### src/rtl/sseg_scan_scheduler_if.sv
// Bus bundle for the seven-segment scan scheduler.
//   master : side that writes display values and consumes the scan outputs
//   slave  : the scheduler itself
// Signals:
//   wr_en        1-cycle strobe, capture wr_data into the shadow register
//   wr_data      four hex digits, [3:0]=digit0 (rightmost) .. [15:12]=digit3
//   digit_en     per-digit enable, bit i gates an[i]
//   lz_suppress  blank leading zero digits (digit0 never suppressed)
//   an           active-low anode drive, at most one bit low
//   hex_digit    nibble for the shared hex-to-7-segment decoder
//   frame_start  1-cycle pulse at the start of each new frame
//   upd_pending  shadow holds data not yet moved to the active register
interface sseg_scan_scheduler_if;
   logic        wr_en;
   logic [15:0] wr_data;
   logic [3:0]  digit_en;
   logic        lz_suppress;
   logic [3:0]  an;
   logic [3:0]  hex_digit;
   logic        frame_start;
   logic        upd_pending;

   modport master (
      output wr_en, wr_data, digit_en, lz_suppress,
      input  an, hex_digit, frame_start, upd_pending
   );

   modport slave (
      input  wr_en, wr_data, digit_en, lz_suppress,
      output an, hex_digit, frame_start, upd_pending
   );
endinterface

### src/rtl/sseg_scan_scheduler.sv
// Scan controller for a 4-digit multiplexed seven-segment display.
// Sequences the digits in fixed-length slots, blanks the anodes at the start of
// every slot to avoid ghosting, applies digit masking and leading-zero
// suppression, and swaps in new display values only at frame boundaries.
// Ports:
//   clk    system clock, all state on the rising edge
//   reset  asynchronous, active-low
//   bus    sseg_scan_scheduler_if.slave (write port, enables, scan outputs)
// Parameters:
//   SLOT_CYC   clk cycles per digit slot (>= 2)
//   BLANK_CYC  blank cycles at the start of each slot (1 <= BLANK_CYC < SLOT_CYC)
module sseg_scan_scheduler #(
   parameter int SLOT_CYC  = 100000,
   parameter int BLANK_CYC = 2000
) (
   input  logic                  clk,
   input  logic                  reset,
   sseg_scan_scheduler_if.slave  bus
);

   localparam int              CW        = $clog2(SLOT_CYC);
   localparam logic [CW-1:0]   CNT_LAST  = CW'(SLOT_CYC - 1);
   localparam logic [CW-1:0]   CNT_SHOW  = CW'(BLANK_CYC);

   localparam logic [0:0]      ST_BLANK  = 1'b0;
   localparam logic [0:0]      ST_SHOW   = 1'b1;

   logic [CW-1:0] cnt_reg,    cnt_next;
   logic [1:0]    idx_reg,    idx_next;
   logic [0:0]    state_reg,  state_next;
   logic [15:0]   shadow_reg;
   logic [15:0]   active_reg;
   logic          pending_reg;
   logic [3:0]    an_reg,     an_next;
   logic [3:0]    hex_reg,    hex_next;
   logic          fs_reg;

   logic          cnt_wrap;
   logic          frame_end;
   logic [3:0]    visible;
   logic [3:0]    nibble [4];

   // Slot/digit sequencing. Wrap is detected by compare so SLOT_CYC need not
   // be a power of two.
   assign cnt_wrap  = (cnt_reg == CNT_LAST);
   assign frame_end = cnt_wrap && (idx_reg == 2'd3);

   always_comb begin
      cnt_next = cnt_wrap ? '0 : cnt_reg + 1'b1;
      idx_next = idx_reg;
      if (cnt_wrap) begin
         idx_next = (idx_reg == 2'd3) ? 2'd0 : idx_reg + 2'd1;
      end
      // State tracks the slot counter: it always describes cnt_reg.
      state_next = (cnt_next < CNT_SHOW) ? ST_BLANK : ST_SHOW;
   end

   // Per-digit nibble and visibility. A digit is a leading zero when it and
   // every digit to its left are zero; digit0 is always eligible.
   generate
      for (genvar gi = 0; gi < 4; gi++) begin : g_digit
         assign nibble[gi] = active_reg[4*gi +: 4];
         if (gi == 0) begin : g_first
            assign visible[gi] = bus.digit_en[gi];
         end else begin : g_upper
            assign visible[gi] = bus.digit_en[gi] &&
                                 !(bus.lz_suppress && (active_reg[15:4*gi] == '0));
         end
      end
   endgenerate

   // Output decode. An invisible digit keeps its full slot with anodes off so
   // the duty cycle of every digit is constant; hex_digit still carries the
   // nibble during SHOW.
   always_comb begin
      an_next  = 4'b1111;
      hex_next = 4'h0;
      if (state_reg == ST_SHOW) begin
         hex_next = nibble[idx_reg];
         if (visible[idx_reg]) begin
            an_next[idx_reg] = 1'b0;
         end
      end
   end

   always_ff @(posedge clk or negedge reset) begin
      if (!reset) begin
         cnt_reg     <= '0;
         idx_reg     <= 2'd0;
         state_reg   <= ST_BLANK;
         shadow_reg  <= 16'h0;
         active_reg  <= 16'h0;
         pending_reg <= 1'b0;
         an_reg      <= 4'b1111;
         hex_reg     <= 4'h0;
         fs_reg      <= 1'b0;
      end else begin
         cnt_reg   <= cnt_next;
         idx_reg   <= idx_next;
         state_reg <= state_next;
         an_reg    <= an_next;
         hex_reg   <= hex_next;
         fs_reg    <= frame_end;

         if (bus.wr_en) begin
            shadow_reg <= bus.wr_data;
         end

         // Active only changes on the last cycle of the frame; a write landing
         // on that very cycle bypasses the shadow and never raises pending.
         if (frame_end) begin
            pending_reg <= 1'b0;
            if (bus.wr_en) begin
               active_reg <= bus.wr_data;
            end else if (pending_reg) begin
               active_reg <= shadow_reg;
            end
         end else if (bus.wr_en) begin
            pending_reg <= 1'b1;
         end
      end
   end

   assign bus.an          = an_reg;
   assign bus.hex_digit   = hex_reg;
   assign bus.frame_start = fs_reg;
   assign bus.upd_pending = pending_reg;

endmodule

### src/flat_wrapper.sv
// flat-port wrapper written by rule: the top's interface ports become plain ports
module sseg_scan_scheduler_flat 
#(
   parameter int SLOT_CYC  = 100000,
   parameter int BLANK_CYC = 2000
)
  (clk, reset, bus_wr_en, bus_wr_data, bus_digit_en, bus_lz_suppress, bus_an, bus_hex_digit, bus_frame_start, bus_upd_pending);
  sseg_scan_scheduler_if bus_i ();
  input  logic clk;
  input  logic reset;
  input wire logic [$bits(bus_i.wr_en)-1:0] bus_wr_en;
  input wire logic [$bits(bus_i.wr_data)-1:0] bus_wr_data;
  input wire logic [$bits(bus_i.digit_en)-1:0] bus_digit_en;
  input wire logic [$bits(bus_i.lz_suppress)-1:0] bus_lz_suppress;
  output wire logic [$bits(bus_i.an)-1:0] bus_an;
  output wire logic [$bits(bus_i.hex_digit)-1:0] bus_hex_digit;
  output wire logic [$bits(bus_i.frame_start)-1:0] bus_frame_start;
  output wire logic [$bits(bus_i.upd_pending)-1:0] bus_upd_pending;
  assign bus_i.wr_en = bus_wr_en;
  assign bus_i.wr_data = bus_wr_data;
  assign bus_i.digit_en = bus_digit_en;
  assign bus_i.lz_suppress = bus_lz_suppress;
  assign bus_an = bus_i.an;
  assign bus_hex_digit = bus_i.hex_digit;
  assign bus_frame_start = bus_i.frame_start;
  assign bus_upd_pending = bus_i.upd_pending;
  sseg_scan_scheduler #(.SLOT_CYC(SLOT_CYC), .BLANK_CYC(BLANK_CYC)) u_core (.clk(clk), .reset(reset), .bus(bus_i));
endmodule
### config.mk
export PLATFORM = sky130hd
export DESIGN_NAME = sseg_scan_scheduler_flat
export DESIGN_NICKNAME = d
export VERILOG_FILES = /design/src/rtl/sseg_scan_scheduler_if.sv /design/src/rtl/sseg_scan_scheduler.sv /design/src/flat_wrapper.sv
export SDC_FILE = /design/constraint.sdc
export NUM_CORES = 1
export LEC_CHECK = 0
export ABC_AREA = 1
export BUFFER_PORTS_ARGS = -buffer_cell sky130_fd_sc_hd__buf_2
export CELL_PAD_IN_SITES_DETAIL_PLACEMENT = 1
export CELL_PAD_IN_SITES_GLOBAL_PLACEMENT = 1
export CORE_UTILIZATION = 39
export DETAILED_ROUTE_END_ITERATION = 12
export GPL_TIMING_DRIVEN = 1
export MAX_ROUTING_LAYER = met4
export PLACE_DENSITY_LB_ADDON = 0.1
export SLEW_MARGIN = 25
export SYNTH_ARGS = -nofsm -noshare
export SYNTH_HDL_FRONTEND = slang
export SYNTH_SLANG_ARGS = --single-unit
### constraint.sdc
create_clock -name clk -period 1.67 [get_ports clk]
set_clock_uncertainty 0.05 [all_clocks]
set_input_delay 0.501 -clock clk [delete_from_list [all_inputs] [get_ports clk]]
set_output_delay 0.501 -clock clk [all_outputs]
set_load 0.02 [all_outputs]
After elaboration in Yosys (flattened, before gate mapping)
Index checks and enable logic that the tools add are counted.
{"block": "totals", "wordCells": 53, "input_bits": 24, "regBits": 62, "out_inout_bits": 10}
{"block": "op_classes", "mux": 17, "bitwise": 2, "n_eq_ne": 2, "magnitude_cmp": 4, "reduce_logical": 17, "add_sub_neg": 2}
{"cell": "$mux 16", "count": 2}
{"cell": "$mux 4", "count": 5}
{"cell": "$add 17x1->17 const B", "count": 1}
{"cell": "$eq 17x17->1 const B", "count": 1}
{"cell": "$lt 17x11->1 const B", "count": 1}
{"cell": "$mux 17", "count": 1}
{"cell": "$logic_not 12->1", "count": 1}
{"cell": "$bmux 4 s2", "count": 1}
{"cell": "$logic_and 1x1->1", "count": 8}
{"cell": "$logic_not 8->1", "count": 1}
{"cell": "$mux 1", "count": 5}
{"cell": "$logic_not 4->1", "count": 1}
{"cell": "$not 4->4", "count": 1}
{"cell": "$reduce_bool 2->1", "count": 2}
{"cell": "$ge 3x3->1 const B", "count": 1}
{"cell": "$logic_not 1->1", "count": 3}
{"cell": "$lt 2x3->1 const B", "count": 1}
{"cell": "$not 2->3", "count": 1}
{"cell": "$add 2x1->2 const B", "count": 1}
{"cell": "$bmux 1 s2", "count": 1}
{"cell": "$demux 1 s2", "count": 1}
{"cell": "$eq 2x2->1 const B", "count": 1}
{"cell": "$ge 2x1->1 const B", "count": 1}
{"cell": "$mux 2", "count": 1}
{"cell": "$reduce_and 2->1", "count": 1}

Longest topological paths before layout
{"block": "logic_depth", "word_depth": 8, "ltp_mapped": 11}

Worst setup path after synthesis
No wires, ideal clock.
{"block": "synth_path", "kind": "flip-flop to flip-flop", "from": "reg u_core.cnt_reg[0]", "to": "reg u_core.active_reg[8]", "path_stages_with_launch": 10, "setup_slack_ps": 14, "required_time_ps": 1504, "t_arrival_ps": 1489, "period_less_slack_ps": 1656, "setup_time_ps": 116, "path_buffers": 1, "cell_sequence": "dfrtp_1 ha_1 nand2_1 nor2_2 nand4_2 nor3_4 nand2_4 buf_6 nand2_1 nand2_1"}
{"block": "synth_between", "elab_chain_cells": 3}
{"element": "start: declaration", "line_no": "sseg_scan_scheduler.sv:28", "source": "logic [CW-1:0] cnt_reg, cnt_next;"}
{"element": "start signal: assignment", "line_no": "sseg_scan_scheduler.sv:98", "source": "cnt_reg <= cnt_next;"}
{"element": "$eq 17x17->1", "line_no": "sseg_scan_scheduler.sv:45", "source": "assign cnt_wrap = (cnt_reg == CNT_LAST);"}
{"element": "$logic_and 1x1->1", "line_no": "sseg_scan_scheduler.sv:46", "source": "assign frame_end = cnt_wrap && (idx_reg == 2'd3);"}
{"element": "$reduce_and 2->1 (no line)"}
{"element": "end signal: assignment", "line_no": "sseg_scan_scheduler.sv:114", "source": "active_reg <= bus.wr_data;"}
{"element": "end signal: assignment", "line_no": "sseg_scan_scheduler.sv:116", "source": "active_reg <= shadow_reg;"}
{"element": "end: declaration", "line_no": "sseg_scan_scheduler.sv:32", "source": "logic [15:0] active_reg;"}
Every way passes these cells.
A chain may end at the register's enable or synchronous reset.

Final worst setup path
{"block": "layout_path", "from": "reg u_core.cnt_reg[0]", "to": "reg u_core.state_reg"}
{"block": "layout_between", "elab_chain_cells": 4}
{"element": "$add 17x1->17 or $eq 17x17->1 (tied branches)", "line_no": "sseg_scan_scheduler.sv:49, sseg_scan_scheduler.sv:45"}
{"element": "$mux 17 (*)", "line_no": "sseg_scan_scheduler.sv:49", "source": "cnt_next = cnt_wrap ? '0 : cnt_reg + 1'b1;"}
{"element": "$lt 17x11->1 (*)", "line_no": "sseg_scan_scheduler.sv:55", "source": "state_next = (cnt_next < CNT_SHOW) ? ST_BLANK : ST_SHOW;"}
{"element": "$mux 1 (*)", "line_no": "sseg_scan_scheduler.sv:55"}
{"element": "named net u_core.state_next", "line_no": "sseg_scan_scheduler.sv:30", "source": "logic [0:0] state_reg, state_next;"}
{"element": "end signal: assignment", "line_no": "sseg_scan_scheduler.sv:100", "source": "state_reg <= state_next;"}
{"element": "end: declaration", "line_no": "sseg_scan_scheduler.sv:30"}
The timed path passes the listed nets; every way through them passes the cells marked *.

==> out/qor.txt <==
Setup WS post-layout -> 19.81 ps
Power, Total -> 3.186 mW
Hold Path Origin -> bus_wr_data[13]
Drt wl/cell -> 14.92 um
WP data arrival -> 1820 ps
Overall routing resource usage -> 0.2345
R2R setup slack -> 20 ps
Drt pass-1 iters -> 4
HP Class -> primary input to flip-flop
Clock latency on the worst-skew pair -> 340 ps
Via Count -> 2,640
Startpoint types -> flip-flop
Initial antenna violation count -> 0
Total Wirelength -> 8.175 mm
Antenna Cells -> 0
Vias per cell -> 4.818
Setup violators final -> 0
Root Driver -> clkbuf_8
Vias in the first global route -> 2,722
Yosys warning count -> 0
CTS tree -> yes
Mapped cell area -> 2960 um^2
Worst setup EP type -> flip-flop
Outcome -> completed
Gpl congestion -> 0.8431
Slowest-stage cell, CP -> dfrtp_1
Area Growth Syn to Fin -> 28.61%
Chip Height -> 89.13 um
Fraction of layout cells with a size suffix above 1 -> 0.2584
CTS clk-pin slew, worst paths -> 80 ps
Final #Nets -> 473
Min cycle time layout -> 1650 ps
CP bufs+invs -> 1
Slew headroom -> 0.7185
CORE AREA -> 7292 um^2
Number of synthesized register bits -> 62
Fillcell total -> 941
First-pass GRT wire length -> 13.36 mm
Synth Instances -> 377
Worst hold slack -> 349.9 ps
Final Hold Vio Count -> 0
CP Class -> flip-flop to flip-flop
Fin util -> 0.5221
CTS Buffer Depth -> 2
Port Buffers -> 33
Largest net degree at the start of global routing -> 39
Cell variety after synth -> 25
Initial DRC Count -> 113
Starting density of the core -> 0.4060
Mapped Avg Cell Area -> 7.852 um^2
H-tree level count -> 3
Slew Limit Fails -> 0
TritonCTS buffer count -> 9
Area of the multi-input gates -> 1291 um^2
Reg area -> 1558 um^2
Unrepaired setup endpoints after global routing -> yes
Clk sinks -> 62
FF-to-FF Start -> u_core.cnt_reg[0]
WHS Path Cells -> 3
Cells on worst reg2reg path -> 9
Sequential-to-total area share from yosys stat -> 0.5258
Final Cycle Share -> 0.9881
Die Footprint -> 7943 um^2
I/O Pins -> 34
Crit-path cells -> ha_4 > nand2_4 > buf_6 > nor2_4 > nand4_1 > nand2_1 > nand3_2 > nor2_4 > nand3_2
Syn nets -> 406
Drc violations -> 0
Crit path max fanout -> 4
Setup TNS -> 0 ps
Slew @ Worst Pin -> 417.8 ps
WHS Endpoint -> u_core.shadow_reg[13]
Pleak -> 2.022 nW
Cell family with most CP delay -> simple AND/OR/NAND/NOR gates
DRT antenna net count -> 0
FMAX -> 606.0 MHz
Worst Path Required -> 1840 ps
CP peak stage delay -> 400 ps
Max-cap violations -> 0
Peak VDD IR -> 0.4398 mV
Hpwl dp -> 6.062 mm
Chip width -> 89.13 um
Total global routing overflow -> 0
Row count -> 31
Pre-CTS WS -> -240.1 ps
Max reg flops -> 17
RR Endpoint -> u_core.state_reg
Pwr Density -> 836.9 nW/um^2
-- layout make-up --
| class | count | area share |
|---|---|---|
| Clock buffer | 10 | 0.03615 |
| Clock inverter | 6 | 0.02235 |
| Multi-Input combinational cell | 261 | 0.3391 |
| Timing Repair Buffer | 65 | 0.1157 |
| Inverter | 45 | 0.04502 |
| Sequential cell | 62 | 0.4091 |
| Tap cell | 99 | 0.03253 |
-- repair_timing --
action / in CTS / in global routing
hold endpoints to repair: 8 / 0
setup endpoints to repair: 19 / 19
pin swaps: 3 / 11
setup buffers: 2 / 4
gates resized for setup: 17 / 17
hold buffers: 1 / 0
-- cells in the mapped netlist --
| cell | n | share of area |
|---|---|---|
| nor3_4 | 1 | 0.0055 |
| dfstp_2 | 4 | 0.036 |
| buf_4 | 1 | 0.0025 |
| ha_1 | 5 | 0.021 |
| nand4_2 | 1 | 0.0042 |
| or2_2 | 2 | 0.0042 |
| nand3_1 | 35 | 0.059 |
| nand2_1 | 125 | 0.16 |
| nor2_1 | 46 | 0.058 |
| inv_2 | 1 | 0.0013 |
| nor2_2 | 2 | 0.0042 |
| a31oi_1 | 1 | 0.0021 |
| inv_1 | 44 | 0.056 |
| nand2_4 | 1 | 0.0038 |
| dfrtp_1 | 58 | 0.49 |
| buf_2 | 2 | 0.0034 |
| a21oi_1 | 9 | 0.015 |
| buf_6 | 1 | 0.0038 |
| nand2_2 | 1 | 0.0021 |
| o21ai_0 | 15 | 0.025 |
| clkbuf_1 | 5 | 0.0063 |
| nand4_1 | 12 | 0.025 |
| nor3_1 | 2 | 0.0034 |
| nand3b_1 | 1 | 0.0025 |
| xor2_1 | 2 | 0.0059 |
-- how the worst max path moves through the flow --
| stage | from | to | depth (start not counted) |
|---|---|---|---|
| 2_1_floorplan | u_core.cnt_reg[0] | u_core.active_reg[8] | 9 |
| 4_1_cts | u_core.cnt_reg[1] | u_core.state_reg | 11 |
| 3_3_place_gp | u_core.cnt_reg[0] | u_core.state_reg | 9 |
| 3_5_place_dp | u_core.cnt_reg[0] | u_core.state_reg | 9 |
| 5_1_grt | u_core.cnt_reg[4] | u_core.state_reg | 9 |
| 6_report | u_core.cnt_reg[0] | u_core.state_reg | 9 |
-- where the power goes --
part | total [mW] | internal, mW | switching (mW)
clock network | 1.50 | 0.876 | 0.623
registers | 1.55 | 1.53 | 0.0104
logic | 0.143 | 0.0528 | 0.0900
total | 3.19 | 2.46 | 0.723
-- routing by layer --
layer  up-vias  GRT usage  part of all wire
met1      1265     0.3320              0.52
met2        41     0.3456              0.45
li1       1326          -                 -
met4         0    0.07359            0.0095
met3         8    0.03601             0.021
met5         -          -                 0
-- cell usage in the layout, fill, tap and decap left out, types with 2 or more instances in the layout --
cell type / count
bufinv_16: 2
or2_2: 2
nand2_4: 2
dfstp_2: 4
inv_1: 41
buf_2: 33
buf_12: 2
nand3_1: 30
nand2_1: 121
o21ai_0: 14
nand3_2: 4
nand4_1: 12
nor2_2: 6
clkinv_2: 2
inv_2: 3
buf_4: 27
clkbuf_8: 10
nor2_1: 38
clkinvlp_4: 2
nand2_2: 4
nor2_4: 4
a21oi_1: 9
dfrtp_1: 57
nor3_1: 2
xor2_1: 2
buf_6: 2
ha_1: 4
-- kinds of logic after synthesis --
group,Yosys count,share of synthesized area
compound gates,25,0.04269
buf+inv,54,0.07312
simple gates,229,0.3314
flops,62,0.5258
xor+xnor,2,0.005918
fa+ha+maj,5,0.02113
-- worst register-to-register path, stage by stage (launching register included) --
cell	delay [ps]
dfrtp_1	400
ha_4	180
nand2_4	60
buf_6	130
nor2_4	170
nand4_1	130
nand2_1	120
nand3_2	100
nor2_4	140
nand3_2	70
-- metrics by stage --
step                area, um^2  instances
floorplan                 2960        377
global placement          3415        525
detailed placement        3415        525
CTS                       3719        544
global route              3807        548
finish                    3807        548
(Power assumes the default switching activity.)
